`src/rtl/tm11_dma.sv`:
```
// tm11_dma: NPR DMA engine for the TM11 tape controller.
// Moves 16-bit words between a small data FIFO and Unibus memory.
//   tomem=1 (tape read): ARM pushes words into the FIFO, the engine writes them to memory (DATO).
//   tomem=0 (tape write): the engine reads memory (DATI) into the FIFO, the ARM pops them.
// Ports:
//   CLOCK, RESET                  clock, async active-high reset
//   start/tomem/addr_in/bcnt_in   transfer setup, sampled on start while idle
//   fi_valid/fi_data/fi_ready     ARM -> FIFO push side (tomem=1)
//   fo_valid/fo_data/fo_ready     FIFO -> ARM pop side (tomem=0)
//   npr_out_h/npg_in_h            NPR request/grant
//   a_out_h/c_out_h/d_out_h       bus address/control/write data (zero when not mastering)
//   d_in_h, msyn_out_h, ssyn_in_h bus read data and handshake
//   busy/done/nxm                 status; nxm is sticky until the next start
//   cur_addr/cur_bcnt             live address and byte count for register readback
module tm11_dma #(
    parameter int FIFODEP = 4,    // power of two, at least 2
    parameter int TIMEOUT = 1000
) (
    input  logic        CLOCK,
    input  logic        RESET,
    input  logic        start,
    input  logic        tomem,
    input  logic [17:0] addr_in,
    input  logic [15:0] bcnt_in,
    input  logic        fi_valid,
    input  logic [15:0] fi_data,
    output logic        fi_ready,
    output logic        fo_valid,
    output logic [15:0] fo_data,
    input  logic        fo_ready,
    output logic        npr_out_h,
    input  logic        npg_in_h,
    output logic [17:0] a_out_h,
    output logic [1:0]  c_out_h,
    output logic [15:0] d_out_h,
    input  logic [15:0] d_in_h,
    output logic        msyn_out_h,
    input  logic        ssyn_in_h,
    output logic        busy,
    output logic        done,
    output logic        nxm,
    output logic [17:0] cur_addr,
    output logic [15:0] cur_bcnt
);
    localparam int AW = $clog2(FIFODEP);
    localparam int TW = $clog2(TIMEOUT + 1);

    typedef enum logic [2:0] {
        S_IDLE, S_FILL, S_REQ, S_MSYN, S_WSSYN, S_REL, S_DONE
    } state_t;

    state_t        state, state_nx;
    logic          tomem_r;
    logic [17:0]   addr_r;
    logic [15:0]   bcnt_r;
    logic          nxm_r;
    logic [TW-1:0] tmo_cnt;

    logic [15:0]   mem [FIFODEP];
    logic [AW-1:0] wp, rp;
    logic [AW:0]   cnt;
    logic          full, empty, fifo_cond, flush, dma_xfer, push, pop, bus_en;
    logic [15:0]   push_data;

    assign full      = (cnt == (AW+1)'(FIFODEP));
    assign empty     = (cnt == '0);
    // Only the engine drains the FIFO in DATO mode and only the engine fills
    // it in DATI mode, so once this condition holds it stays true until the
    // engine itself moves a word; npr therefore never retracts before grant.
    assign fifo_cond = tomem_r ? !empty : !full;
    assign flush     = (state == S_IDLE) && start;
    assign dma_xfer  = (state == S_WSSYN) && ssyn_in_h;

    assign busy      = (state != S_IDLE) && (state != S_DONE);
    assign done      = (state == S_DONE);
    assign nxm       = nxm_r;
    assign cur_addr  = addr_r;
    assign cur_bcnt  = bcnt_r;

    assign fi_ready  = !full && tomem_r && busy;
    assign fo_valid  = !empty && !tomem_r;
    assign fo_data   = mem[rp];

    // Flush wins over any ARM handshake in the same cycle.
    assign push      = !flush && (tomem_r ? (fi_valid && fi_ready) : dma_xfer);
    assign pop       = !flush && (tomem_r ? dma_xfer : (fo_valid && fo_ready));
    assign push_data = tomem_r ? fi_data : d_in_h;

    // Bus outputs are driven only while this engine owns the bus.
    assign bus_en     = (state == S_MSYN) || (state == S_WSSYN);
    assign npr_out_h  = bus_en || ((state == S_REQ) && fifo_cond);
    assign msyn_out_h = (state == S_WSSYN);
    assign a_out_h    = bus_en ? addr_r : '0;
    assign c_out_h    = {bus_en && tomem_r, 1'b0};
    assign d_out_h    = (bus_en && tomem_r) ? mem[rp] : '0;

    always_comb begin
        state_nx = state;
        case (state)
            S_IDLE:  if (start) state_nx = (bcnt_in == '0) ? S_DONE : S_REQ;
            S_FILL:  if (fifo_cond) state_nx = S_REQ;
            S_REQ: begin
                if (!fifo_cond)    state_nx = S_FILL;
                else if (npg_in_h) state_nx = S_MSYN;
            end
            S_MSYN:  state_nx = S_WSSYN;   // one cycle of address setup before msyn
            S_WSSYN: begin
                if (ssyn_in_h)                          state_nx = S_REL;
                else if (tmo_cnt == TW'(TIMEOUT - 1))   state_nx = S_DONE;
            end
            S_REL: begin
                if (!ssyn_in_h)
                    state_nx = (bcnt_r == 16'o000000 || bcnt_r == 16'o000001) ? S_DONE : S_REQ;
            end
            S_DONE:  state_nx = S_IDLE;
            default: state_nx = S_IDLE;
        endcase
    end

    always_ff @(posedge CLOCK or posedge RESET) begin
        if (RESET) begin
            state   <= S_IDLE;
            tomem_r <= 1'b0;
            addr_r  <= '0;
            bcnt_r  <= '0;
            nxm_r   <= 1'b0;
            tmo_cnt <= '0;
            wp      <= '0;
            rp      <= '0;
            cnt     <= '0;
        end else begin
            state <= state_nx;
            if (flush) begin
                tomem_r <= tomem;
                addr_r  <= addr_in & ~18'd1;
                bcnt_r  <= bcnt_in;
                nxm_r   <= 1'b0;
                wp      <= '0;
                rp      <= '0;
                cnt     <= '0;
            end else begin
                if (push) wp <= wp + 1'b1;
                if (pop)  rp <= rp + 1'b1;
                cnt <= cnt + (AW+1)'(push) - (AW+1)'(pop);
            end

            if (state == S_MSYN)
                tmo_cnt <= '0;
            else if ((state == S_WSSYN) && !ssyn_in_h)
                tmo_cnt <= tmo_cnt + 1'b1;

            if (dma_xfer) begin
                addr_r <= addr_r + 18'd2;
                // An odd count ends at -1; the last word goes whole and the count lands on zero.
                bcnt_r <= (bcnt_r == 16'hFFFF) ? 16'h0000 : bcnt_r + 16'd2;
            end

            if ((state == S_WSSYN) && !ssyn_in_h && (tmo_cnt == TW'(TIMEOUT - 1)))
                nxm_r <= 1'b1;
        end
    end

    // FIFO storage, no reset needed: occupancy is tracked by cnt.
    always_ff @(posedge CLOCK) begin
        if (push) mem[wp] <= push_data;
    end
endmodule

```
`config.mk`:
```
export PLATFORM = sky130hd
export DESIGN_NAME = tm11_dma
export DESIGN_NICKNAME = d
export VERILOG_FILES = /design/src/rtl/tm11_dma.sv
export SDC_FILE = /design/constraint.sdc
export NUM_CORES = 1
export LEC_CHECK = 0
export BUFFER_PORTS_ARGS = -buffer_cell sky130_fd_sc_hd__buf_2
export CAP_MARGIN = 20
export CORE_UTILIZATION = 45
export DETAILED_ROUTE_END_ITERATION = 10
export PLACE_DENSITY_LB_ADDON = 0.05
export SETUP_SLACK_MARGIN = 0.4
export SYNTH_ARGS = -nofsm -noshare
export SYNTH_HDL_FRONTEND = slang
export SYNTH_SLANG_ARGS = --single-unit
```
`constraint.sdc`:
```
create_clock -name CLOCK -period 3.85 [get_ports CLOCK]
set_clock_uncertainty 0.15 [all_clocks]
set_input_delay 0.77 -clock CLOCK [delete_from_list [all_inputs] [get_ports CLOCK]]
set_output_delay 0.77 -clock CLOCK [all_outputs]
set_load 0.01 [all_outputs]
```
==> results <==
- Wire segments on met3 add up to 786 um in the final route.
- The normalized max-slew margin is about a third.
- The flow ran to the end, and the final reports show no timing, DRC or antenna violations.
- The kind of end point of the critical path is an output port.
- In the finished design, the share of the clock period the worst path needs comes to around 82%.
- The largest single stage delay on the critical path is 670 ps.
- The sequential cells in the finished layout cover a total of about 3300 um^2.
- Across the VDD grid, the largest voltage drop is just over 400 uV.
- The most common cell after layout, fill and taps aside is buf_2.
- Synthesis inferred 119 register bits.
- In this run the worst setup path begins at state[0].
- The min-delay analysis places its worst path in the category in2async.
- The summed area of non-filler cells in the final layout is ~7600 um^2.
- Traced cell by cell, the critical path runs through inv_2, nor2_1, buf_4, or2_1, buf_4, and3_1, buf_2.
- The reg-to-reg critical path startpoint is state[2].
- The initial antenna violation count was 0.
- The detailed router used layers up to and including met4.
- Setup repair after global routing left no endpoint under its margin.
- For the final routed database, the setup TNS stands at 0 ps.
- The largest net degree at the start of global routing is 39.
- The average instance in the mapped netlist occupies between 10 and 15 um^2.
- The worst hold margin is approximately 310 ps.
- The cell count along the critical path is 7.
- Dividing the detail-routed via count by the number of cells gives approximately 5.5.
- The setup slack on the worst flop-to-flop path is 760 ps.
- In this run the deepest clock path goes through 2 buffers.
- The number of enable-type register cells in the synthesized netlist is 64.
- The pin slew with the least headroom to its limit is roughly 1000 ps.
- The latest clock arrival within the worst-skew pair is between 400 and 500 ps.
- The post-detailed-route DRC marker count is 0.
- The area of the die is ~14000 um^2.
- The global-route congestion overflow total is 0.
- The tree built by TritonCTS fans out to ~120 sinks.
- Along the worst path, the maximum fanout reaches 22.
- The width of the die is ~120 um.
- Detailed placement finished with a half-perimeter wire length of 10.1 mm.
- The endpoint of the most critical register-to-register path is cnt[2].
- Counting distinct cell types in the post-synthesis netlist gives between 60 and 70.
- The total length of routed met2 wires is 7.26 mm.
- The layout overhead on the synthesized area is 26.2%.
- The initial core utilization is a little under half.
- Measured in cells, the most critical reg-to-reg path has a length of 13.
- The length of the first detailed-routing pass in iterations is 5.
- The cell family contributing the most delay on the critical path is buffers and inverters.
- For this run, the register share of the synthesized area comes to a little over half.
- The TritonCTS clock tree is done.
- The most critical setup path has its endpoint at d_out_h[11].
- Synthesis produced a netlist whose cell count is 517.
- After clock tree synthesis, the flow added hold-fix buffers numbering 0.
- The count of final max-slew check failures is 0.
- The power density relative to cell area is around 780 nW/um^2.
- The number of global-route vias before repair came to 4557.
- Summing over every cut layer, the via total after detailed routing is between 4000 and 5000.
- Timing analysis after detailed placement gives a worst setup slack of 777 ps.
- During placement, the flow inserted port buffers numbering about 160.
- The count of nets after finishing is approximately 760.
- The most numerous cell type found on the critical path is buf_4.
- The clock period could shrink to between 3000 and 4000 ps.
- The average wire per cell in the routed design is between 15 and 20 um.
- The data arrival time at the worst-slack endpoint is ~2300 ps.
- The critical path is of the reg2out type.
- The number of maximum-capacitance violations is 0.
- After clock tree synthesis, the clock-pin slew on the worst setup and hold paths is 50 ps.
- The final layout contains routed wiring with a total length of between 10 and 15 mm.
- The congestion estimate from routability-driven global placement came to 0.862.
- The number of placed I/O pins is roughly 170.
- The library cell used as clock root buffer is clkbuf_16.
- The post-synthesis cell area is 6060 um^2.
- The final hold violation count is 0.
- Clock tree synthesis inserted a total of 17 buffers.
- For this design, the slowest cell found on the critical path is dfrtp_1.
- The total of cells resized after clock tree synthesis is 0.
- After synthesis, the share of flip-flops with an asynchronous set or reset is roughly 46%.
- Post-CTS timing repair inserted 0 buffers for setup.
- The first global-routing pass estimated 24.0 mm of wire.
- The total number of placement rows is 42.
- The buffer and inverter count on the worst path is 4.
- The wire length on met1 is 6.59 mm.
- The dominant synthesized flop cell is edfxtp_1.
- The total leakage power is 3.27 nW.
- Once detail routing completed, the nets flagged for antenna violations numbered 0.
- The core region is ~13000 um^2.
- STA classifies the critical path startpoint as a flop.
- The achievable clock frequency is approximately 320 MHz.
- Measured along the y axis, the die boundary spans about 120 um.
- At the worst endpoint, the required time is ~3000 ps.
- The H-tree was split into 4 levels.
- The filler cell count in the final layout is around 1200.
- After the first detailed-routing iteration, the DRC count stood at between 300 and 400.
- The worst path meets setup with between 600 and 700 ps of slack.
- Summing all multi-input logic gate instances after layout gives between 2000 and 3000 um^2.
- The library cells used most frequently in the layout, excluding fill and tap cells, are 162 x buf_2, 64 x edfxtp_1, 55 x dfrtp_1, 42 x nor2_1, 39 x nand2_1.
- The overall global routing resource usage is between 20% and 30%.
- The synthesis warning total is 0.
- The final-report setup violation count is 0.
- The placement-stage cell area is approximately 7000 um^2.
- The fraction of layout instances using a drive strength above 1 is a little over a third.
[sequential cells by signal (all words and copies together) (netlist names)]
signal and count:
cur_addr 17, tmo_cnt 10, state 3, rp 2, tomem_r 1, wp 2
cur_bcnt 16, nxm 1, cnt 3, mem 64
[logic make-up (layout without fill, tap and decap cells)]
group | after synthesis | in the layout | share of synthesized area (%)
AOI/OAI and AO/OA | 86 | 86 | 9.50
xor gates and xnor gates | 12 | 12 | 1.73
adders and majority gates | 10 | 10 | 2.19
buffers and inverters | 42 | 214 | 3.14
DFF | 119 | 119 | 54.4
muxes | 39 | 39 | 10.1
other | 1 | 4 | 0.0619
and+or+nand+nor | 208 | 208 | 18.8
[how the worst min path moves through the flow]
| stage | endpoint | cells after the start |
|---|---|---|
| floorplan | wp[0] | 1 |
| global placement | nxm | 1 |
| detailed placement | nxm | 1 |
| CTS | tmo_cnt[5] | 2 |
| global route | tmo_cnt[7] | 2 |
| finish | tmo_cnt[7] | 2 |
[synth_stat cells (all sizes together), types with 6 or more instances]
library cell	instances	share of area, %
edfxtp	64	32
dfrtp	55	23
nor2	42	2.6
nand2	39	2.4
and3	27	2.8
and2	25	2.6
o21ai	23	1.9
mux2	19	3.5
buf	17	1.6
nand3	17	1.4
a21oi	16	1.3
mux4	16	5.9
clkbuf	15	0.95
nor3	14	1.4
inv	10	0.62
nand4	10	1.3
ha	9	1.9
nor4	9	0.93
xor2	7	1.0
a211oi	6	0.83
a221o	6	0.99
a31oi	6	0.62
[power breakdown]
group          internal (mW)  switching (mW)  total, mW  leakage (nW)
logic                  0.991            1.17       2.16          1.71
registers               1.71           0.441       2.15          1.26
clock network           1.08           0.561       1.64         0.298
[per-stage QoR]
stage                     cells  total power, mW  utilization (%)
after floorplan             519             3.52                -
after global placement      835             4.29             53.3
after detailed placement    835             4.34             53.3
after CTS                   867             6.00             58.0
after global routing        867             6.33             58.0
final                       868             5.95             58.0
[worst reg2reg max path: stages, from the launching register on]
cell	delay, ps
dfrtp_1	550
nand2b_1	230
nor3b_1	360
a21oi_1	110
a31o_2	320
inv_1	70
ha_1	210
inv_1	50
ha_1	120
inv_1	50
fa_1	370
xor2_1	170
xnor2_1	130
nor2_1	50
[area by class of cell]
type	instances	share of cell area, %
antenna	1	0.0327
inverter	10	0.491
clock buffer	20	5.71
multi-input combinational	358	33.9
timing repair buffer	172	11.6
tap	176	2.88
sequential	119	43.1
clock inverter	12	2.32
[per-layer routing]
| metal | vias up | global-route usage, % |
|---|---|---|
| met1 | 2325 | 29.2 |
| met5 | - | 0 |
| met3 | 18 | 5.62 |
| met2 | 158 | 36.8 |
| met4 | 0 | 7.77 |
| li1 | 2272 | - |
Power figures use the tool's default switching activity.
